## config.mk

```make
export PLATFORM = sky130hd
export DESIGN_NAME = top
export DESIGN_NICKNAME = d
export VERILOG_FILES = /design/src/rtl/top.sv
export SDC_FILE = /design/constraint.sdc
export NUM_CORES = 1
export LEC_CHECK = 0
export CAP_MARGIN = 40
export CELL_PAD_IN_SITES_DETAIL_PLACEMENT = 0
export CELL_PAD_IN_SITES_GLOBAL_PLACEMENT = 2
export CORE_MARGIN = 4
export CORE_UTILIZATION = 44
export DETAILED_ROUTE_END_ITERATION = 8
export DONT_BUFFER_PORTS = 1
export PLACE_DENSITY_LB_ADDON = 0.12
export SLEW_MARGIN = 10
export SYNTH_ARGS = -nofsm -noshare
export SYNTH_HDL_FRONTEND = slang
export SYNTH_SLANG_ARGS = --single-unit
export TNS_END_PERCENT = 100
```

## constraint.sdc

```tcl
create_clock -name CLK100MHZ -period 5.25 [get_ports CLK100MHZ]
set_input_delay 1.575 -clock CLK100MHZ [delete_from_list [all_inputs] [get_ports CLK100MHZ]]
set_output_delay 1.575 -clock CLK100MHZ [all_outputs]
set_load 0.05 [all_outputs]
```

## src/rtl/top.sv

```systemverilog
// Board top: signed 8x8 radix-2 Booth multiplier with a button start, LED product and 8-digit hex scan.
// Optional macro DEBOUNCE_EN inserts the button debounce filter; otherwise LED_pb is the synchronizer output.
module top #(
    parameter int DEBOUNCE_CYCLES = 1000000,
    parameter int REFRESH_CYCLES  = 100000
) (
    input  logic        CLK100MHZ,
    input  logic        reset,
    input  logic [7:0]  A,
    input  logic [7:0]  B,
    input  logic        pb_entrada,
    output logic [15:0] LED,
    output logic        LED_reset,
    output logic        LED_pb,
    output logic [7:0]  anodo,
    output logic [6:0]  catodo
);

    // state | meaning
    // IDLE  | waiting for a start pulse; operands captured on it
    // CALC  | one Booth iteration per clock, 8 in total
    // DONE  | product written to LED, back to IDLE
    typedef enum logic [1:0] {IDLE, CALC, DONE} state_t;

    localparam int RW = $clog2(REFRESH_CYCLES) + 1;

    state_t        state_q, state_d;
    logic          sync1_q, sync2_q, pb_lvl, pb_prev_q, start;
    logic [8:0]    m_q, m_d, acc_q, acc_d, sum;
    logic [7:0]    q_q, q_d;
    logic          q1_q, q1_d;
    logic [3:0]    cnt_q, cnt_d;
    logic [15:0]   led_q, led_d;
    logic [RW-1:0] ref_cnt_q, ref_cnt_d;
    logic [2:0]    idx_q, idx_d;
    logic [7:0]    anodo_q, anodo_d;
    logic [6:0]    catodo_q, catodo_d;
    logic [3:0]    digit;

    always_ff @(posedge CLK100MHZ or negedge reset) begin
        if (!reset) begin
            sync1_q <= 1'b0;
            sync2_q <= 1'b0;
        end else begin
            sync1_q <= pb_entrada;
            sync2_q <= sync1_q;
        end
    end

`ifdef DEBOUNCE_EN
    localparam int DBW = $clog2(DEBOUNCE_CYCLES) + 1;
    localparam logic [DBW-1:0] DB_RELOAD = DBW'(DEBOUNCE_CYCLES - 1);
    logic [DBW-1:0] db_cnt_q;
    logic           db_lvl_q;

    // Down-counter armed while the input agrees; a new level is taken after DEBOUNCE_CYCLES disagreeing samples.
    always_ff @(posedge CLK100MHZ or negedge reset) begin
        if (!reset) begin
            db_cnt_q <= DB_RELOAD;
            db_lvl_q <= 1'b0;
        end else if (sync2_q == db_lvl_q) begin
            db_cnt_q <= DB_RELOAD;
        end else if (db_cnt_q == '0) begin
            db_lvl_q <= sync2_q;
            db_cnt_q <= DB_RELOAD;
        end else begin
            db_cnt_q <= db_cnt_q - 1'b1;
        end
    end
    assign pb_lvl = db_lvl_q;
`else
    assign pb_lvl = sync2_q;
`endif

    assign start     = pb_lvl & ~pb_prev_q;
    assign LED_pb    = pb_lvl;
    assign LED_reset = ~reset;
    assign LED       = led_q;
    assign anodo     = anodo_q;
    assign catodo    = catodo_q;

    always_ff @(posedge CLK100MHZ or negedge reset) begin
        if (!reset) begin
            pb_prev_q <= 1'b0;
            state_q   <= IDLE;
            m_q       <= '0;
            acc_q     <= '0;
            q_q       <= '0;
            q1_q      <= 1'b0;
            cnt_q     <= '0;
            led_q     <= '0;
            ref_cnt_q <= '0;
            idx_q     <= '0;
            anodo_q   <= 8'b1111_1110;
            catodo_q  <= 7'b1000000;
        end else begin
            pb_prev_q <= pb_lvl;
            state_q   <= state_d;
            m_q       <= m_d;
            acc_q     <= acc_d;
            q_q       <= q_d;
            q1_q      <= q1_d;
            cnt_q     <= cnt_d;
            led_q     <= led_d;
            ref_cnt_q <= ref_cnt_d;
            idx_q     <= idx_d;
            anodo_q   <= anodo_d;
            catodo_q  <= catodo_d;
        end
    end

    always_comb begin
        state_d = state_q;
        m_d     = m_q;
        acc_d   = acc_q;
        q_d     = q_q;
        q1_d    = q1_q;
        cnt_d   = cnt_q;
        led_d   = led_q;
        sum     = acc_q;
        case (state_q)
            IDLE: begin
                if (start) begin
                    m_d     = {A[7], A};
                    q_d     = B;
                    acc_d   = '0;
                    q1_d    = 1'b0;
                    cnt_d   = '0;
                    state_d = CALC;
                end
            end
            CALC: begin
                case ({q_q[0], q1_q})
                    2'b01:   sum = acc_q + m_q;
                    2'b10:   sum = acc_q - m_q;
                    default: sum = acc_q;
                endcase
                // Arithmetic shift of {Acc,Q,Q_1}; the 9th Acc bit keeps (-128)*(-128) exact.
                acc_d = {sum[8], sum[8:1]};
                q_d   = {sum[0], q_q[7:1]};
                q1_d  = q_q[0];
                cnt_d = cnt_q + 4'd1;
                if (cnt_q == 4'd7) state_d = DONE;
            end
            DONE: begin
                led_d   = {acc_q[7:0], q_q};
                state_d = IDLE;
            end
            default: state_d = IDLE;
        endcase
    end

    function automatic logic [6:0] hex7(input logic [3:0] h);
        case (h)
            4'h0: return 7'b1000000;
            4'h1: return 7'b1111001;
            4'h2: return 7'b0100100;
            4'h3: return 7'b0110000;
            4'h4: return 7'b0011001;
            4'h5: return 7'b0010010;
            4'h6: return 7'b0000010;
            4'h7: return 7'b1111000;
            4'h8: return 7'b0000000;
            4'h9: return 7'b0010000;
            4'hA: return 7'b0001000;
            4'hB: return 7'b0000011;
            4'hC: return 7'b1000110;
            4'hD: return 7'b0100001;
            4'hE: return 7'b0000110;
            default: return 7'b0001110;
        endcase
    endfunction

    // Anode and cathode are both registered from the next index so they switch on the same edge.
    always_comb begin
        ref_cnt_d = ref_cnt_q + RW'(1);
        idx_d     = idx_q;
        if (ref_cnt_q == RW'(REFRESH_CYCLES - 1)) begin
            ref_cnt_d = '0;
            idx_d     = idx_q + 3'd1;
        end
        case (idx_d)
            3'd7:    digit = A[7:4];
            3'd6:    digit = A[3:0];
            3'd5:    digit = B[7:4];
            3'd4:    digit = B[3:0];
            3'd3:    digit = led_q[15:12];
            3'd2:    digit = led_q[11:8];
            3'd1:    digit = led_q[7:4];
            default: digit = led_q[3:0];
        endcase
        anodo_d  = ~(8'b0000_0001 << idx_d);
        catodo_d = hex7(digit);
    end

endmodule

```

==> results of run 1 <==
through the flow:
step | area [µm²] | hold slack [ns] | util | setup slack [ns] | power, mW
after global placement | 4750 | 0.332 | 0.462 | 1.59 | 2.49
after CTS | 4970 | 0.359 | 0.484 | 1.54 | 3.05
after floorplan | 4640 | 0.331 | - | 1.80 | 2.23
after global routing | 4970 | 0.384 | 0.484 | 1.10 | 3.30
after detailed placement | 4750 | 0.336 | 0.462 | 1.56 | 2.51
final | 4970 | 0.355 | 0.484 | 1.51 | 3.02
routing by layer:
layer / part of all wire / GRT usage / vias to the layer above
met3: 0.045 / 0.0486 / 16
met5: 0 / 0 / -
met2: 0.48 / 0.302 / 60
li1: - / - / 1632
met1: 0.45 / 0.245 / 1652
met4: 0.019 / 0.0575 / 0
state kept, by name (all words and copies together) (netlist names), 3 cells and up:
name       count
idx_q          3
cnt_q          4
catodo         7
q_q            8
LED           16
anodo          8
acc_q          8
m_q            8
ref_cnt_q     18
final timing paths:
| kind | end | startpoint | cells past startpoint |
|---|---|---|---|
| min in group asynchronous | acc_q[3]$_DFFE_PN0P_ | reset | 0 |
| setup / recovery | catodo[0]$_DFF_PN0_ | ref_cnt_q[0]$_DFF_PN0_ | 12 |
| hold / removal | LED_pb$_DFF_PN0_ | sync1_q$_DFF_PN0_ | 0 |
| setup reg to reg | catodo[0]$_DFF_PN0_ | ref_cnt_q[0]$_DFF_PN0_ | 12 |
| max in group asynchronous | catodo[6]$_DFF_PN1_ | reset | 0 |
| hold reg to reg | LED_pb$_DFF_PN0_ | sync1_q$_DFF_PN0_ | 0 |
worst reg2reg max path, stage by stage, from the launching register on:
cell,delay (ns)
dfrtp_1,0.40
ha_1,0.21
inv_1,0.05
nor2_1,0.44
nand3_1,0.48
nor3_1,0.31
o21ai_0,0.10
and3_1,0.17
o31ai_1,0.51
inv_1,0.21
ha_1,0.25
or3_1,0.37
o221a_1,0.12
layout make-up:
cell class	count	area, µm²	area share
Clock buffer	9	124	0.0249
Clock inverter	7	101	0.0204
Timing Repair Buffer	4	30.0	0.00604
Sequential cell	86	2160	0.435
Multi-Input combinational cell	337	2300	0.462
Inverter	24	90.1	0.0181
Tap cell	136	170	0.0342
kinds of logic after synthesis:
family | synth area share
adders and majority gates | 0.0556
buffers and inverters | 0.0402
muxes | 0.0688
and+or+nand+nor | 0.178
AOI/OAI and AO/OA | 0.133
xor gates and xnor gates | 0.0583
DFF | 0.466
cell usage in the layout, fill, tap and decap left out, types with 4 or more instances in the layout:
cell and count:
mux2_2 15, a31oi_1 4, clkbuf_8 9, and3_1 9, dfstp_2 8, nor2b_1 7, nor2_1 33, inv_1 23
a21oi_1 17, xnor2_1 19, xor2_1 10, buf_4 4, mux2i_1 15, nand2_1 58, nor3_1 13, a22oi_1 7
nand4_1 5, ha_1 19, dfrtp_1 78, a32oi_1 5, o21ai_0 25, o22ai_1 5, nand3_1 23
power groups by stage:
stage                     clock [mW]  combinational (mW)  sequential, mW
final                          0.531                1.20            1.28
after global routing           0.583                1.40            1.31
after CTS                      0.549                1.22            1.29
after detailed placement           0                1.21            1.30
after global placement             0                1.19            1.30
after floorplan                    0                1.01            1.22
synthesized netlist by cell type (3+ instances only):
library cell	count
o21ai_0	25
dfrtp_1	78
a31oi_1	4
nand3_1	23
a32oi_1	5
nand2b_1	3
a22oi_1	7
and3_1	9
nand2_1	58
xor2_1	10
a21oi_1	17
dfstp_2	8
nand4_1	5
nor3_1	13
clkbuf_1	15
ha_1	19
nor2_1	33
inv_1	23
xnor2_1	19
nor2b_1	7
o22ai_1	5
mux2_2	15
mux2i_1	15
==> flow_metrics.py, run 1 <==
metrics = {
    "die": {
        "core_um2": 10300,
        "die_area_um2": 12300,
        "ios": 52,
        "die_h_um": 111,
        "rows": 37,
        "initial_utilization": 0.451,
        "die_w_um": 111,
    },
    "cts": {
        "htreeDepth": 3,
        "clockBufferDepth": 2,
        "cts_tree": "built",
        "cts-hold-fix-buffers": 0,
        "cts_setup_buffers": 0,
        "root_buffer": "clkbuf_8",
        "ctsResizeCount": 0,
        "cts_buffers": 9,
        "clock-sinks": 86,
        "path_clk_slew_ns": 0.10,
        "clk_latency_ns": 0.36,
    },
    "setup_path": {
        "r2r_setup_slack_ns": 1.51,
        "critPathMaxFanout": 11,
        "critPathRequiredTime_ns": 5.50,
        "end_kind": "flip-flop",
        "worstSetupStartpointType": "flip-flop",
        "crit_arrival_ns": 3.99,
        "timing_worst_setup_path_type": "reg -> reg",
        "slowest_delay_ns": 0.51,
        "crit_buf_inv": 2,
        "crit_slowest_cell": "o31ai_1",
        "cpLargestDelayFamily": "simple AND/OR/NAND/NOR gates",
        "crit_chain": "ha_1, inv_1, nor2_1, nand3_1, nor3_1, o21ai_0, and3_1, o31ai_1, inv_1, ha_1, or3_1, o221a_1",
    },
    "sta": {
        "relSlewSlack": 0.456,
        "hold_viol": 0,
        "finalSetupTns_ns": 0,
        "fmax_ghz": 0.268,
        "post-route-period-util": 0.712,
        "skew_ns": 0.0117,
        "fin_crit_ns": 3.74,
        "maxSlewViolCount": 0,
        "tightestPinTransition_ns": 0.816,
        "finalSetupViolations": 0,
        "rsz0062_at_grt": "no",
    },
    "route": {
        "drt-total-wl_um": 11000,
        "drtIter0Drc": 123,
        "drt_pass1_iterations": 4,
        "vias": 3360,
        "vias_per_cell": 5.57,
        "drc": 0,
        "ant_nets": 0,
        "wl_per_cell_um": 18.2,
    },
    "power_and_ir_drop": {
        "leakage_nw": 2.18,
        "p_switching_mw": 1.34,
        "ir_drop_mv": 0.308,
        "power_frac_comb": 0.399,
        "p_int_mw": 1.68,
        "p_per_area_nw_per_um2": 606,
        "seqPwrFrac": 0.425,
        "swShare": 0.444,
        "pwr-share-clk": 0.176,
    },
    "yosys": {
        "syn_area_um2": 4640,
        "async_flop_share": 1.00,
        "synth-edff-count": 0,
        "synth_nets": 507,
        "ys_warn_count": 0,
        "yosys.area.top_type_share": 0.421,
        "yosysUniqueCellTypes": 66,
        "ys.flop_type": "dfrtp_1",
        "synth_area_leaders": "dfrtp_1 42%, ha_1 5.1%, nand2_1 4.7%",
        "ys_seq_area_frac": 0.466,
        "synth_cells": 468,
        "ys_seq_elements": 86,
        "synth_area_per_cell_um2": 9.91,
        "synth_largest_area_cell": "dfrtp_1",
    },
    "global_routing": {
        "grt-ovfl-total": 0,
        "track_usage": 0.186,
        "grt_pass1_wl_um": 18500,
        "grt_max_degree": 88,
        "antenna_found_initial": 0,
        "first_global_vias": 3434,
    },
    "place": {
        "gp_congestion": 0.816,
        "dp_cells": 587,
        "port_buffers": 0,
        "hpwl_um": 8050,
    },
    "cells_and_area": {
        "fin_cells": 603,
        "antennaDiodeCount": 0,
        "fill_cells": 1000,
        "fin_nets": 501,
        "drive_above_1_share": 0.128,
        "area_growth_pct": 7.23,
    },
    "worst_hold_path": {
        "worstHoldPathType": "reg -> reg",
    },
    "run": {
        "max_cap_viol_count": 0,
    },
    "outcome": {
        "status": "completed",
    },
}
(Power assumes the default switching activity.)
==> run 2: changes to the inputs <==
CORE_UTILIZATION = 37   (was 44)
clock period = 3.14 ns   (was 5.25 ns; I/O delays follow)
==> run 2 against run 1 <==
Effect of this change: maximum frequency rose by 23%; clock skew fell by 0.0051 ns; hold slack got worse by 0.065 ns; sequential power rose by 66%; utilization fell by 3.4 points; die area rose by 17%; register-to-register slack got worse by 1.4 ns; global-route usage fell by 1.6 points; design area rose by 10%; worst setup slack got worse by 1.4 ns; non-clock buffer count rose by 38; critical path type unchanged; critical endpoint is now catodo[3]$_DFF_PN0_.
==> flow_metrics.py, run 2 (synthesis results as in run 1) <==
metrics = {
    "cells_and_area": {
        "fin_nets": 539,
        "fin_cells": 672,
        "mostFrequentLayoutCells": "78 x dfrtp_1, 58 x nand2_1, 40 x buf_4, 32 x nor2_1",
        "top_register": "ref_cnt_q",
        "drive_above_1_share": 0.218,
        "area_growth_pct": 17.9,
        "multiInputGateArea_um2": 2390,
        "seq_area_um2": 2160,
        "final_cell_area_um2": 5470,
        "final_common_cell": "dfrtp_1",
        "fin_util": 0.450,
        "largest_reg_flops": 18,
        "antennaDiodeCount": 0,
        "fill_cells": 1169,
    },
    "place": {
        "gp_congestion": 0.823,
        "port_buffers": 0,
        "hpwl_um": 8670,
        "dp_cells": 647,
        "place_area_um2": 5010,
        "place_ws_ns": -0.0248,
    },
    "setup_path": {
        "critPathRequiredTime_ns": 3.37,
        "crit_arrival_ns": 3.28,
        "r2r_setup_slack_ns": 0.09,
        "worstSetupStartpointType": "flip-flop",
        "cpLargestDelayFamily": "buffers and inverters",
        "critPathMaxFanout": 11,
        "crit_chain": "nand4bb_1, nor3b_2, buf_4, and3_4, buf_8, buf_4, buf_4, a32oi_1, mux2i_1, a22oi_1, a41oi_2, buf_4, buf_4, mux2i_1, mux2i_1",
        "slowest_delay_ns": 0.40,
        "crit_slowest_cell": "dfrtp_1",
        "crit_top_cell": "buf_4",
        "end_kind": "flip-flop",
        "reg2reg_from": "ref_cnt_q[8]$_DFF_PN0_",
        "r2r_end": "catodo[3]$_DFF_PN0_",
        "crit_buf_inv": 6,
        "timing_worst_setup_path_type": "reg -> reg",
        "r2r_cells": 15,
    },
    "power_and_ir_drop": {
        "total_power_mw": 5.31,
        "p_per_area_nw_per_um2": 971,
        "leakage_nw": 2.42,
        "ir_drop_mv": 0.489,
    },
    "sta": {
        "relSlewSlack": 0.540,
        "tightestPinTransition_ns": 0.688,
        "finalSetupViolations": 0,
        "maxSlewViolCount": 0,
        "setup_slack_ns": 0.0898,
        "hold_viol": 0,
        "fmax_ghz": 0.328,
        "finalSetupTns_ns": 0,
        "fin_crit_ns": 3.05,
        "skew_ns": 0.00652,
        "post-route-period-util": 0.971,
        "finalHoldWorstSlack_ns": 0.290,
        "rsz0062_at_grt": "yes",
    },
    "global_routing": {
        "track_usage": 0.170,
        "first_global_vias": 3390,
        "grt_max_degree": 88,
        "grt-ovfl-total": 0,
        "antenna_found_initial": 0,
        "grt_pass1_wl_um": 19000,
    },
    "cts": {
        "path_clk_slew_ns": 0.06,
        "clockBufferDepth": 2,
        "htreeDepth": 3,
        "clock-sinks": 86,
        "clk_latency_ns": 0.35,
        "cts_buffers": 9,
        "cts_tree": "built",
        "root_buffer": "clkbuf_16",
    },
    "die": {
        "ios": 52,
        "rows": 40,
        "die_area_um2": 14400,
        "die_w_um": 120,
        "die_h_um": 120,
        "core_um2": 12200,
        "initial_utilization": 0.381,
    },
    "route": {
        "wl_per_cell_um": 17.6,
        "vias": 3468,
        "ant_nets": 0,
        "drt_pass1_iterations": 4,
        "vias_per_cell": 5.16,
        "drc": 0,
        "drt-total-wl_um": 11800,
        "drtIter0Drc": 208,
    },
    "run": {
        "max_cap_viol_count": 0,
    },
    "worst_hold_path": {
        "worstHoldPathType": "in -> async",
    },
    "outcome": {
        "status": "completed",
    },
}
run 2: worst max-delay path by stage:
stage | startpoint | end | slack (ns) | cells past startpoint
floorplan | ref_cnt_q[0]$_DFF_PN0_ | catodo[0]$_DFF_PN0_ | 0.03 | 13
global placement | ref_cnt_q[0]$_DFF_PN0_ | catodo[4]$_DFF_PN0_ | -0.006 | 14
detailed placement | ref_cnt_q[0]$_DFF_PN0_ | catodo[4]$_DFF_PN0_ | -0.02 | 14
CTS | ref_cnt_q[8]$_DFF_PN0_ | catodo[4]$_DFF_PN0_ | 0.01 | 13
global route | ref_cnt_q[8]$_DFF_PN0_ | catodo[3]$_DFF_PN0_ | -0.08 | 14
finish | ref_cnt_q[8]$_DFF_PN0_ | catodo[3]$_DFF_PN0_ | 0.09 | 15
run 2: cell type report:
type                       count  share of cell area
clock buffer                   9              0.0412
tap                          168              0.0384
inverter                      24              0.0165
timing repair buffer          42              0.0604
clock inverter                 6              0.0117
multi-input combinational    337               0.437
sequential                    86               0.395
run 2: worst register-to-register path, delay by kind of cell (launching register included):
kind,cells,cell delay [ns]
compound gates,3,0.43
buf+inv,6,0.91
flops,1,0.40
mux,3,0.49
simple gates,3,0.71
run 2: power by group:
group | total [mW] | internal [mW] | switching [mW] | leakage (nW)
Clock | 1.05 | 0.610 | 0.442 | 0.137
Combinational | 2.15 | 1.01 | 1.13 | 1.19
Sequential | 2.12 | 1.42 | 0.693 | 1.09
run 2: repair_timing:
item | 4_1_cts | 5_1_grt
resized for setup | 1 | 20
pin swaps | 1 | 13
endpoints found under the setup margin | 2 | 7
buffers inserted | 1 | 9
hold buffers | 0 | 0
run 2: layer usage:
metal  vias to the layer above  share of wire  wire, µm  global-route usage
li1                       1709              -         -                   -
met1                      1703           0.47      5510               0.229
met2                        39           0.48      5650               0.267
met3                        17          0.037       437              0.0386
met4                         0          0.020       231              0.0666
met5                         -              0         0                   0
==> run 3: changes to the inputs <==
CTS_CLUSTER_SIZE = 40   (was unset)
==> results of run 3 <==
The final DEF is identical to that of run 2; final timing and power are the same.
